==> src/rtl/uart_frame_ctrl.sv <==
// uart_frame_ctrl
//   Full-duplex UART for the DVS-to-SpiNNaker link. Word width, oversampling,
//   parity and stop-bit count are set by parameters. TX takes words from the
//   event packer through a valid/ready handshake. RX delivers words from the host
//   serial line as a one-cycle pulse, with per-frame parity and framing flags.
//
// Ports
//   clk_i            master clock
//   rst_i            asynchronous, active-high reset
//   rx_i             serial input (asynchronous, idle high)
//   tx_o             serial output (idle high)
//   tx_valid_i       word on tx_data_i is offered
//   tx_ready_o       high while TX is idle
//   tx_data_i        word to send, LSB first
//   rx_valid_o       one-cycle pulse: frame complete
//   rx_data_o        last received word, held until the next frame
//   rx_parity_err_o  qualifies rx_valid_o: parity mismatch
//   rx_frame_err_o   qualifies rx_valid_o: first stop bit sampled low
//   rx_busy_o        RX state is not IDLE
//   tx_state_o       debug: current TX FSM state
//   rx_state_o       debug: current RX FSM state
//
// Handshake: a word is accepted on any rising clk edge where tx_valid_i and
// tx_ready_o are both high. tx_ready_o depends only on TX state and never on
// tx_valid_i. While tx_ready_o is low, tx_valid_i and tx_data_i are ignored.
// rx_valid_o has no back-pressure, so the consumer must take rx_data_o and the
// error flags in the cycle the pulse is high.

module uart_frame_ctrl #(
    parameter int CLK_DIV    = 1085,
    parameter int OVERSAMPLE = 4,
    parameter int DATA_BITS  = 32,
    parameter bit PARITY_EN  = 1'b0,
    parameter bit PARITY_ODD = 1'b0,
    parameter int STOP_BITS  = 2
) (
    input  logic                 clk_i,
    input  logic                 rst_i,
    input  logic                 rx_i,
    output logic                 tx_o,
    input  logic                 tx_valid_i,
    output logic                 tx_ready_o,
    input  logic [DATA_BITS-1:0] tx_data_i,
    output logic                 rx_valid_o,
    output logic [DATA_BITS-1:0] rx_data_o,
    output logic                 rx_parity_err_o,
    output logic                 rx_frame_err_o,
    output logic                 rx_busy_o,
    output logic [2:0]           tx_state_o,
    output logic [2:0]           rx_state_o
);

    localparam int DIV_W = $clog2(CLK_DIV);
    localparam int TCK_W = $clog2(OVERSAMPLE);
    localparam int BIT_W = $clog2(DATA_BITS + 1);

    localparam logic [DIV_W-1:0] DIV_MAX   = DIV_W'(CLK_DIV - 1);
    localparam logic [TCK_W-1:0] TCK_LAST  = TCK_W'(OVERSAMPLE - 1);
    localparam logic [TCK_W-1:0] TCK_HALF  = TCK_W'(OVERSAMPLE / 2 - 1);
    localparam logic [BIT_W-1:0] BIT_LAST  = BIT_W'(DATA_BITS - 1);
    localparam logic [BIT_W-1:0] STOP_LAST = BIT_W'(STOP_BITS - 1);

    typedef enum logic [2:0] {
        TX_IDLE, TX_START, TX_DATA, TX_PARITY, TX_STOP
    } tx_state_e;

    typedef enum logic [2:0] {
        RX_IDLE, RX_START, RX_DATA, RX_PARITY, RX_STOP, RX_WAIT_HIGH
    } rx_state_e;

    // ---------------------------------------------------------------- TX
    tx_state_e              tx_state_q, tx_state_d;
    logic [DIV_W-1:0]       tx_div_q, tx_div_d;
    logic [TCK_W-1:0]       tx_tck_q, tx_tck_d;
    logic [BIT_W-1:0]       tx_bit_q, tx_bit_d;
    logic [DATA_BITS-1:0]   tx_shift_q, tx_shift_d;
    logic                   tx_par_q, tx_par_d;
    logic                   tx_tick, tx_bit_end;

    // The divider is held at its reload value while idle. This makes the first
    // bit period after an accept a full one, so bit timing lines up with the frame.
    assign tx_tick    = (tx_state_q != TX_IDLE) && (tx_div_q == '0);
    assign tx_bit_end = tx_tick && (tx_tck_q == TCK_LAST);

    always_ff @(posedge clk_i or posedge rst_i) begin
        if (rst_i) begin
            tx_state_q <= TX_IDLE;
            tx_div_q   <= DIV_MAX;
            tx_tck_q   <= '0;
            tx_bit_q   <= '0;
            tx_shift_q <= '0;
            tx_par_q   <= 1'b0;
        end else begin
            tx_state_q <= tx_state_d;
            tx_div_q   <= tx_div_d;
            tx_tck_q   <= tx_tck_d;
            tx_bit_q   <= tx_bit_d;
            tx_shift_q <= tx_shift_d;
            tx_par_q   <= tx_par_d;
        end
    end

    always_comb begin
        tx_state_d = tx_state_q;
        tx_bit_d   = tx_bit_q;
        tx_shift_d = tx_shift_q;
        tx_par_d   = tx_par_q;
        tx_div_d   = DIV_MAX;
        tx_tck_d   = '0;
        if (tx_state_q != TX_IDLE) begin
            tx_div_d = tx_tick ? DIV_MAX : tx_div_q - DIV_W'(1);
            tx_tck_d = tx_bit_end ? '0 : (tx_tick ? tx_tck_q + TCK_W'(1) : tx_tck_q);
        end
        case (tx_state_q)
            TX_IDLE: begin
                if (tx_valid_i) begin
                    tx_state_d = TX_START;
                    tx_shift_d = tx_data_i;
                    tx_par_d   = (^tx_data_i) ^ PARITY_ODD;
                    tx_bit_d   = '0;
                end
            end
            TX_START: begin
                if (tx_bit_end) tx_state_d = TX_DATA;
            end
            TX_DATA: begin
                if (tx_bit_end) begin
                    tx_shift_d = tx_shift_q >> 1;
                    if (tx_bit_q == BIT_LAST) begin
                        tx_state_d = PARITY_EN ? TX_PARITY : TX_STOP;
                        tx_bit_d   = '0;
                    end else begin
                        tx_bit_d = tx_bit_q + BIT_W'(1);
                    end
                end
            end
            TX_PARITY: begin
                if (tx_bit_end) tx_state_d = TX_STOP;
            end
            TX_STOP: begin
                if (tx_bit_end) begin
                    if (tx_bit_q == STOP_LAST) tx_state_d = TX_IDLE;
                    else tx_bit_d = tx_bit_q + BIT_W'(1);
                end
            end
            default: tx_state_d = TX_IDLE;
        endcase
    end

    always_comb begin
        tx_o       = 1'b1;
        tx_ready_o = 1'b0;
        case (tx_state_q)
            TX_IDLE:   tx_ready_o = 1'b1;
            TX_START:  tx_o = 1'b0;
            TX_DATA:   tx_o = tx_shift_q[0];
            TX_PARITY: tx_o = tx_par_q;
            default:   tx_o = 1'b1;
        endcase
    end

    assign tx_state_o = tx_state_q;

    // ---------------------------------------------------------------- RX
    rx_state_e              rx_state_q, rx_state_d;
    logic                   rx_meta_q, rx_s_q;
    logic [DIV_W-1:0]       rx_div_q, rx_div_d;
    logic [TCK_W-1:0]       rx_tck_q, rx_tck_d;
    logic [BIT_W-1:0]       rx_bit_q, rx_bit_d;
    logic [DATA_BITS-1:0]   rx_shift_q, rx_shift_d;
    logic                   rx_perr_q, rx_perr_d;
    logic                   rx_valid_q, rx_valid_d;
    logic [DATA_BITS-1:0]   rx_data_q, rx_data_d;
    logic                   rx_perr_out_q, rx_perr_out_d;
    logic                   rx_ferr_q, rx_ferr_d;
    logic                   rx_active, rx_tick, rx_sample;

    // The divider runs only inside a frame. The first sample comes half a bit
    // after the start edge, and each later sample a full bit after the one
    // before it, so every sample lands mid-bit.
    assign rx_active = (rx_state_q == RX_START) || (rx_state_q == RX_DATA) ||
                       (rx_state_q == RX_PARITY) || (rx_state_q == RX_STOP);
    assign rx_tick   = rx_active && (rx_div_q == '0);
    assign rx_sample = rx_tick &&
                       (rx_tck_q == ((rx_state_q == RX_START) ? TCK_HALF : TCK_LAST));

    always_ff @(posedge clk_i or posedge rst_i) begin
        if (rst_i) begin
            rx_meta_q     <= 1'b1;
            rx_s_q        <= 1'b1;
            rx_state_q    <= RX_IDLE;
            rx_div_q      <= DIV_MAX;
            rx_tck_q      <= '0;
            rx_bit_q      <= '0;
            rx_shift_q    <= '0;
            rx_perr_q     <= 1'b0;
            rx_valid_q    <= 1'b0;
            rx_data_q     <= '0;
            rx_perr_out_q <= 1'b0;
            rx_ferr_q     <= 1'b0;
        end else begin
            rx_meta_q     <= rx_i;
            rx_s_q        <= rx_meta_q;
            rx_state_q    <= rx_state_d;
            rx_div_q      <= rx_div_d;
            rx_tck_q      <= rx_tck_d;
            rx_bit_q      <= rx_bit_d;
            rx_shift_q    <= rx_shift_d;
            rx_perr_q     <= rx_perr_d;
            rx_valid_q    <= rx_valid_d;
            rx_data_q     <= rx_data_d;
            rx_perr_out_q <= rx_perr_out_d;
            rx_ferr_q     <= rx_ferr_d;
        end
    end

    always_comb begin
        rx_state_d    = rx_state_q;
        rx_bit_d      = rx_bit_q;
        rx_shift_d    = rx_shift_q;
        rx_perr_d     = rx_perr_q;
        rx_valid_d    = 1'b0;
        rx_data_d     = rx_data_q;
        rx_perr_out_d = rx_perr_out_q;
        rx_ferr_d     = rx_ferr_q;
        rx_div_d      = DIV_MAX;
        rx_tck_d      = '0;
        if (rx_active) begin
            rx_div_d = rx_tick ? DIV_MAX : rx_div_q - DIV_W'(1);
            rx_tck_d = rx_sample ? '0 : (rx_tick ? rx_tck_q + TCK_W'(1) : rx_tck_q);
        end
        case (rx_state_q)
            RX_IDLE: begin
                if (!rx_s_q) rx_state_d = RX_START;
            end
            RX_START: begin
                // A start bit that is high again at mid-bit was a glitch.
                if (rx_sample) begin
                    rx_state_d = rx_s_q ? RX_IDLE : RX_DATA;
                    rx_bit_d   = '0;
                end
            end
            RX_DATA: begin
                if (rx_sample) begin
                    rx_shift_d = DATA_BITS'({rx_s_q, rx_shift_q} >> 1);
                    if (rx_bit_q == BIT_LAST) begin
                        rx_state_d = PARITY_EN ? RX_PARITY : RX_STOP;
                    end else begin
                        rx_bit_d = rx_bit_q + BIT_W'(1);
                    end
                end
            end
            RX_PARITY: begin
                if (rx_sample) begin
                    rx_perr_d  = ((^rx_shift_q) ^ rx_s_q) != PARITY_ODD;
                    rx_state_d = RX_STOP;
                end
            end
            RX_STOP: begin
                if (rx_sample) begin
                    rx_valid_d    = 1'b1;
                    rx_data_d     = rx_shift_q;
                    rx_perr_out_d = PARITY_EN ? rx_perr_q : 1'b0;
                    rx_ferr_d     = !rx_s_q;
                    // A low stop bit may be the start of a break. Wait for the
                    // line to go idle so the low level is not taken as a new start.
                    rx_state_d    = rx_s_q ? RX_IDLE : RX_WAIT_HIGH;
                end
            end
            RX_WAIT_HIGH: begin
                if (rx_s_q) rx_state_d = RX_IDLE;
            end
            default: rx_state_d = RX_IDLE;
        endcase
    end

    always_comb begin
        rx_busy_o       = (rx_state_q != RX_IDLE);
        rx_valid_o      = rx_valid_q;
        rx_data_o       = rx_data_q;
        rx_parity_err_o = rx_perr_out_q;
        rx_frame_err_o  = rx_ferr_q;
    end

    assign rx_state_o = rx_state_q;

endmodule

==> config.mk <==
export PLATFORM = sky130hd
export DESIGN_NAME = uart_frame_ctrl
export DESIGN_NICKNAME = d
export VERILOG_FILES = /design/src/rtl/uart_frame_ctrl.sv
export SDC_FILE = /design/constraint.sdc
export NUM_CORES = 1
export LEC_CHECK = 0
export ABC_AREA = 1
export CAP_MARGIN = 20
export CORE_MARGIN = 2
export CORE_UTILIZATION = 43
export CTS_CLUSTER_DIAMETER = 50
export DETAILED_ROUTE_END_ITERATION = 8
export PLACE_DENSITY = 0.73
export RECOVER_POWER = 25
export SLEW_MARGIN = 20
export SYNTH_ARGS = -nofsm -noshare
export SYNTH_HDL_FRONTEND = slang
export SYNTH_SLANG_ARGS = --single-unit
==> constraint.sdc <==
create_clock -name clk_i -period 13.2 [get_ports clk_i]
set_clock_uncertainty 0.1 [all_clocks]
set_input_delay 1.32 -clock clk_i [delete_from_list [all_inputs] [get_ports clk_i]]
set_output_delay 1.32 -clock clk_i [all_outputs]
set_load 0.02 [all_outputs]
==> results of run 1 <==
## cells in the mapped netlist, drive strengths merged (2+ instances only)
library cell	instances	area, um^2
nand4	5	31.28
inv	145	544.3
o21ai	135	724.5
a22o	2	17.52
nand3	29	150.1
a21oi	22	110.1
dfstp	12	315.3
nand2	325	1222
ha	8	100.1
xnor2	9	78.83
dfrtp	133	3328
o22ai	3	18.77
nor2	83	324.1
buf	21	171.4
nor4	2	12.51
clkbuf	6	23.77
xor2	8	70.07
nor3	8	56.31
## worst paths after layout
check / slack [ns] / cells past startpoint / endpoint
max in group clk_i: 9.30 / 7 / tx_o
min in group asynchronous: 2.40 / 2 / rx_data_o[20]
hold reg to reg: 0.26 / 0 / rx_s_q
hold / removal: 0.26 / 0 / rx_s_q
setup / recovery: 8.63 / 3 / rx_data_o[27]
setup reg to reg: 10.30 / 10 / rx_shift_q[18]
## routing by layer
metal  share of wire  GRT usage  vias to the layer above
met3           0.044    0.04317                        9
met1            0.48     0.2090                     2785
met4          0.0095    0.05439                        0
met2            0.47     0.2752                      106
met5               0          0                        -
li1                -          -                     3144
## flip-flops by register name, summed over array words and instances (netlist names)
register	flops
rx_data_o	32
rx_shift_q	32
tx_shift_q	32
rx_div_q	11
tx_div_q	11
rx_bit_q	6
tx_bit_q	6
rx_state_o	3
tx_state_o	3
rx_tck_q	2
tx_tck_q	2
rx_frame_err_o	1
rx_meta_q	1
rx_s_q	1
rx_valid_o	1
tx_par_q	1
## placed cells by master, fill, tap and decap left out, drive strengths merged, types with 2 or more instances in the layout
cell	n
clkbuf	19
nand4	5
clkdlybuf4s50	75
nor4	2
nor2	83
xor2	8
dlygate4sd3	3
a21oi	22
nand3	29
ha	8
nor3	8
dfstp	12
clkinv	5
a22o	2
o21ai	135
o22ai	3
dfrtp	133
nand2	325
buf	5
xnor2	9
inv	148
clkinvlp	4
## layout make-up
| cell class | count | share of cell area |
|---|---|---|
| Clock buffer | 19 | 0.04899 |
| Clock inverter | 13 | 0.01444 |
| Inverter | 145 | 0.06173 |
| Multi-Input combinational cell | 645 | 0.3351 |
| Sequential cell | 145 | 0.4123 |
| Tap cell | 220 | 0.03115 |
| Timing Repair Buffer | 83 | 0.09628 |
## report_power, final
group	switching, mW	internal, mW	total (mW)
registers	0.0318	0.509	0.541
clock network	0.192	0.262	0.454
logic	0.183	0.101	0.284
## logic make-up (layout without fill, tap and decap cells)
kind of cell,after synthesis,in the layout
AO/OA/AOI/OAI,164,164
XOR/XNOR,17,17
adder cells (fa/ha/maj),8,8
buffers and inverters,172,260
flip-flops,145,145
multiplexers,1,1
other,1,1
AND/OR/NAND/NOR,454,454
## per-stage QoR
step / utilization / setup slack (ns) / power, mW / cells / hold slack, ns
after global routing: 0.5310 / 7.917 / 1.363 / 1270 / 0.2590
after global placement: 0.4956 / 9.574 / 0.8142 / 1236 / 0.2476
after CTS: 0.5293 / 9.075 / 1.286 / 1268 / 0.2582
final: 0.5310 / 8.634 / 1.279 / 1270 / 0.2577
after detailed placement: 0.4956 / 9.561 / 0.8247 / 1236 / 0.2496
after floorplan: - / 7.905 / 0.7466 / 962 / 0.2452
==> results_dict.tcl, run 1 <==
set metrics [dict create \
    fp.dieH_um 134.7 \
    nets 1081 \
    period_needed_ns 4.566 \
    ios 80 \
    holdBufCountCts 0 \
    maxCapViolations 1 \
    fmax_mhz 219.0 \
    synth-simple-area-share 0.2465 \
    cts_tree "done" \
    ys_ff_latch 145 \
    ir_worst_vdd_uv 132.0 \
    violations "capacitance limit, slew limit" \
    grt_pass1_wl_mm 24.37 \
    hp-class "flop to flop" \
    netlist_instances 962 \
    start_util 0.4413 \
    finalCritPeriodShare 0.3459 \
    insertion_delay_ns 0.41 \
    place_congestion 0.8288 \
    crit_fanout 89 \
    power.density_nw_per_um2 144.7 \
    yosys_most_used_dff "dfrtp_1" \
    avgSynthCellArea_um2 7.635 \
    critPathRequiredTime_ns 13.57 \
    yosysWarnings 0 \
    fillers 1576 \
    grt_start_max_net_pins 90 \
    htree_levels 4 \
    port_buffers 78 \
    synth_fa_ha_area_frac 0.01363 \
    leakage_nw 4.290 \
    reg2reg_from "rx_div_q[0]" \
    worstHoldStart "rx_meta_q" \
    drv_slew 90 \
    dp_hpwl_mm 9.649 \
    synth.net_count 1006 \
    place_area_um2 8248 \
    wl_per_cell_um 11.19 \
    startpoint "rst_i" \
    critPathMaxStageDelay_ns 2.14 \
    status "finished, violations left" \
    grtUsageTotal 0.1648 \
    via_count 6044 \
    tightest_slew_ns 3.794 \
    cts_sinks 145 \
    drt_iter0_markers 268 \
    cts_setup_buffers 0 \
    drive_gt1_frac 0.06571 \
    worstPathCellList "dlygate4sd3_1, clkinvlp_2, buf_4" \
    drc 0 \
    hold_violations 0 \
    ys_seq_area_frac 0.4961 \
    multi_input_area_um2 2962 \
    worstPathArrival_ns 4.94 \
    setup.worst_path.class "input port to async pin" \
    die_area_um2 18140 \
    rsz0062_at_grt "no" \
    final_antenna_net_count 0 \
    numCtsBuffers 17 \
    antenna_found_initial 0 \
    path_delay_family "buffers and inverters" \
    cts-resized-gates 0 \
    avgViaCountPerCell 4.759 \
    tns_ns 0 \
    maxSlewHeadroom -1.543 \
    cts_root_buf "clkbuf_16" \
    critPathCaptureType "async pin" \
    regArea_um2 3643 \
    gr-total-overflow 0 \
    worst-path-buf-inv 3 \
    antenna_cells 0 \
    die_width_um 134.7 \
    cpMaxStageDelayCell "clkinvlp_2" \
    grt_pass1_vias 5577 \
    synthMuxAreaShare 0.001363 \
    stdcell_area_um2 8837 \
    synth_edf_count 0 \
    finalSetupViolCount 0 \
    rows 47 \
    ctsLongestPathBuffers 2 \
    async_flop_share 1.000 \
    wl_mm 14.22 \
    dr.pass1.iters 4 \
    syn_to_final_growth_pct 20.32 \
    coreArea_um2 16640 \
    synth.distinct_cells 37 \
    synth-xor-area-share 0.02027 \
    start_kind "input port" \
    netlist_area_um2 7345 \
    cts.clk_slew.worst_paths_ns 0.06 \
    synth_top_family_by_area "simple AND/OR/NAND/NOR gates" \
    synth_compound_area_frac 0.1210 \
]
(Power assumes the default switching activity.)
==> run 2, diff against run 1 <==
Clock period 13.2 ns to 4.7 ns, I/O delays scaled along.
==> run 2 against run 1 <==
The run still ends with capacitance limit, slew limit left. Utilization down 0.053 points. Clock power rose to 2.8 times the previous value. Global-route usage up 0.097 points. Non-clock buffer count up 1.
==> results_dict.tcl, run 2 (synthesis gave the netlist of run 1 again) <==
set metrics [dict create \
    status "finished, violations left" \
    violations "capacitance limit, slew limit" \
    tns_ns 0 \
    drt_iter0_markers 295 \
    dp_hpwl_mm 9.843 \
    ir_worst_vdd_uv 316.2 \
    endpoint "tx_o" \
    syn_to_final_growth_pct 20.20 \
    hold_depth 0 \
    nets 1082 \
    wl_per_cell_um 11.01 \
    use_met2 0.2552 \
    pre_cts_slack_ns 2.075 \
    fin_ws_ns 1.805 \
    final_cell_mix "nand2_1 (323), inv_1 (143), dfrtp_1 (133)" \
    cts-resized-gates 0 \
    die_width_um 134.7 \
    cts_tree "done" \
    finalSetupViolCount 0 \
    holdBufCountCts 0 \
    reg2reg_slack_ns 2.07 \
    grt_pass1_vias 5396 \
    power.density_nw_per_um2 403.3 \
    dp.cells 1239 \
    cts_setup_buffers 0 \
    ctsLongestPathBuffers 2 \
    port_buffers 78 \
    worstPathArrival_ns 2.32 \
    grtUsageMet3 0.03604 \
    fillers 1564 \
    r2r.worst_path.cells 9 \
    final_antenna_net_count 0 \
    insertion_delay_ns 0.43 \
    finalNonFillerCells 1271 \
    grt_busiest_layer "met2" \
    crit_fanout 57 \
    maxCapViolations 1 \
    grt_start_max_net_pins 103 \
    r2r-end "tx_shift_q[10]" \
    ios 80 \
    layout_commonest_cell "nand2_1" \
    cts.clk_slew.worst_paths_ns 0.06 \
    wl_mm 13.99 \
    finalCritPeriodShare 0.6159 \
    startpoint "tx_state_o[0]" \
    critPathRequiredTime_ns 4.13 \
    drv_slew 103 \
    leakage_nw 4.278 \
    cts_sinks 145 \
    maxSlewHeadroom -0.4083 \
    use_met1 0.2233 \
    cts_root_buf "clkbuf_16" \
    hp-class "flop to flop" \
    start_util 0.4413 \
    coreArea_um2 16640 \
    rsz0062_at_grt "no" \
    drive_gt1_frac 0.06946 \
    via_count 6024 \
    setup.worst_path.class "flop to primary output" \
    fp.dieH_um 134.7 \
    antenna_cells 0 \
    reg2reg_from "tx_state_o[0]" \
    drc 0 \
    die_area_um2 18140 \
    antenna_found_initial 0 \
    critPathCaptureType "primary output" \
    numCtsBuffers 17 \
    finalPower_mw 3.561 \
    tightest_slew_ns 2.108 \
    grt_pass1_wl_mm 24.12 \
    dr.pass1.iters 5 \
    rows 47 \
    hold_violations 0 \
    period_needed_ns 2.895 \
    fmax_mhz 345.4 \
    gr-total-overflow 0 \
    place_congestion 0.8107 \
    grtUsageTotal 0.1658 \
    avgViaCountPerCell 4.740 \
    htree_levels 4 \
    start_kind "flop" \
]
## run 2: cell types whose count changed in the layout (fill, tap and decap cells not counted), moves of 2 or more
cell        change
clkinvlp_4      +3
nor2_1          -3
o21ai_1         +2
o21ai_0         -2
buf_4           +3
nor2_2          +2
inv_6           -4
## run 2: worst max-delay path, stage by stage, from the launching register on
cell             delay [ns]
dfrtp_1                0.43
nor2_1                 0.13
inv_2                  0.07
nor2_4                 0.07
buf_4                  0.40
nand2_1                0.10
nand3_1                0.10
clkdlybuf4s50_1        0.60
## run 2: power by group
group	leakage [nW]	total [mW]	switching (mW)	internal (mW)
Clock	0.258	1.27	0.525	0.741
Sequential	1.90	1.51	0.0828	1.43
Combinational	2.12	0.784	0.510	0.274
Total	4.28	3.56	1.12	2.44
## run 2: worst min path at each step
stage	start	to	slack, ns
6_report	rx_meta_q	rx_s_q	0.29
5_1_grt	rx_meta_q	rx_s_q	0.29
4_1_cts	rx_meta_q	rx_s_q	0.28
3_5_place_dp	rx_meta_q	rx_s_q	0.27
3_3_place_gp	rx_meta_q	rx_s_q	0.26
2_1_floorplan	rx_meta_q	rx_s_q	0.25
## run 2: cell type report
type | count | area, um^2 | share of cell area
clock inverters | 12 | 112.6 | 0.01276
multi-input cells | 645 | 2977 | 0.3372
clock buffers | 20 | 446.7 | 0.05060
inverters | 145 | 548.0 | 0.06207
repair buffers | 84 | 825.8 | 0.09354
flip-flops and latches | 145 | 3643 | 0.4127
well taps | 220 | 275.3 | 0.03118
## run 2: per-layer routing
| metal | share of wire | up-vias |
|---|---|---|
| li1 | - | 3149 |
| met1 | 0.49 | 2726 |
| met2 | 0.45 | 123 |
| met3 | 0.046 | 26 |
| met4 | 0.020 | 0 |
| met5 | 0 | - |
## run 2: metrics by stage
stage	hold slack (ns)	utilization	instance area, um^2
after CTS	0.2820	0.5306	8830
final	0.2904	0.5305	8828
after global routing	0.2921	0.5305	8828
after floorplan	0.2452	-	7345
after global placement	0.2610	0.4970	8270
after detailed placement	0.2691	0.4970	8270
==> run 3, diff against run 2 <==
Clock period 4.7 ns to 2.8 ns, I/O delays scaled along.
==> run 3 against run 2 <==
The run now ends clean. Critical path type unchanged. Combinational power grew 70%. Total power grew 72%. Highest routed layer unchanged. Critical endpoint is now tx_ready_o. Sequential power up 68%.
==> results_dict.tcl, run 3 (synthesis gave the netlist of run 1 again) <==
set metrics [dict create \
    via_count 5983 \
    hold_violations 0 \
    fp.dieH_um 134.7 \
    nets 1084 \
    gr-total-overflow 0 \
    power.density_nw_per_um2 690.0 \
    maxSlewHeadroom 0.1510 \
    start_kind "flop" \
    htree_levels 4 \
    fin_ws_ns 0.4781 \
    rsz0062_at_grt "no" \
    setup.worst_path.class "flop to primary output" \
    grt_pass1_wl_mm 25.33 \
    endpoint "tx_ready_o" \
    die_area_um2 18140 \
    cts_tree "done" \
    final_cell_mix "nand2_1 (323), inv_1 (143), dfrtp_1 (133)" \
    period_needed_ns 2.322 \
    start_util 0.4413 \
    leakage_nw 4.328 \
    insertion_delay_ns 0.42 \
    crit_fanout 6 \
    drc 0 \
    dp_hpwl_mm 9.894 \
    reg2reg_slack_ns 0.54 \
    rows 47 \
    antenna_found_initial 0 \
    drv_slew 0 \
    grt_start_max_net_pins 67 \
    fmax_mhz 430.7 \
    cts_root_buf "clkbuf_16" \
    cts_setup_buffers 0 \
    drive_gt1_frac 0.07407 \
    holdBufCountCts 0 \
    numCtsBuffers 17 \
    pre_cts_slack_ns 0.5966 \
    dr.pass1.iters 5 \
    finalCritPeriodShare 0.8292 \
    cts_sinks 145 \
    fin_util 0.5346 \
    finalSetupViolCount 0 \
    place_congestion 0.8079 \
    hold_depth 0 \
    die_width_um 134.7 \
    r2r.worst_path.cells 11 \
    status "completed" \
    maxCapViolations 0 \
    final_antenna_net_count 0 \
    critPathRequiredTime_ns 2.42 \
    worst_hold_slack_ns 0.2552 \
    layout_commonest_cell "nand2_1" \
    ctsLongestPathBuffers 2 \
    critPathCaptureType "primary output" \
    cts-resized-gates 0 \
    ios 80 \
    avgViaCountPerCell 4.700 \
    wl_per_cell_um 11.07 \
    coreArea_um2 16640 \
    port_buffers 78 \
    reg2reg_from "rx_div_q[0]" \
    tns_ns 0 \
    worstPathArrival_ns 1.94 \
    startpoint "tx_state_o[0]" \
    grtUsageTotal 0.1692 \
    tightest_slew_ns 1.266 \
    drt_iter0_markers 375 \
    syn_to_final_growth_pct 21.14 \
    cts.clk_slew.worst_paths_ns 0.06 \
    hp-class "flop to flop" \
    grt_pass1_vias 5667 \
    antenna_cells 0 \
    r2r-end "rx_shift_q[11]" \
    ir_worst_vdd_uv 477.6 \
    fillers 1586 \
    wl_mm 14.09 \
]
run 3: cell count changes in the layout (fill, tap and decap cells not counted), sizes merged:
cell	change
bufinv	+1
clkbuf	-1
clkinvlp	-3
inv	+8
clkinv	-3
run 3: stage by stage:
stage	total power [mW]	cells	area, um^2
6_report	6.139	1273	8897
2_1_floorplan	3.520	962	7348
3_3_place_gp	3.871	1241	8334
4_1_cts	6.211	1273	8930
5_1_grt	6.554	1273	8897
3_5_place_dp	3.907	1241	8334
run 3: area by class of cell:
cell class / count / area [um^2] / area share
inverter: 145 / 545.5 / 0.06131
sequential: 145 / 3643 / 0.4095
multi-input combinational: 645 / 2977 / 0.3346
clock inverter: 15 / 170.2 / 0.01913
tap: 220 / 275.3 / 0.03094
clock buffer: 17 / 425.4 / 0.04781
timing repair buffer: 86 / 860.8 / 0.09675
run 3: how the worst min path moves through the flow:
stage / slack (ns) / to / startpoint
2_1_floorplan: 0.18 / rx_meta_q / rx_i
3_3_place_gp: 0.25 / rx_s_q / rx_meta_q
3_5_place_dp: 0.25 / rx_s_q / rx_meta_q
4_1_cts: 0.16 / rx_meta_q / rx_i
5_1_grt: 0.26 / rx_s_q / rx_meta_q
6_report: 0.26 / rx_s_q / rx_meta_q
run 3: worst max-delay path, cell delays in order, from the launching register on:
cell and delay, ns:
dfrtp_1 0.45, nor2_1 0.14, inv_2 0.07, nor2_2 0.20, clkdlybuf4s50_1 0.66
run 3: power breakdown:
| part | switching [mW] | internal, mW |
|---|---|---|
| clock network | 0.935 | 1.34 |
| logic | 0.855 | 0.472 |
| registers | 0.142 | 2.40 |
run 3: layer usage:
layer,vias to the layer above,GRT usage,share of wire
met5,-,0,0
met4,0,0.06140,0.011
met3,15,0.03153,0.028
met2,92,0.2783,0.47
met1,2730,0.2243,0.49
li1,3146,-,-
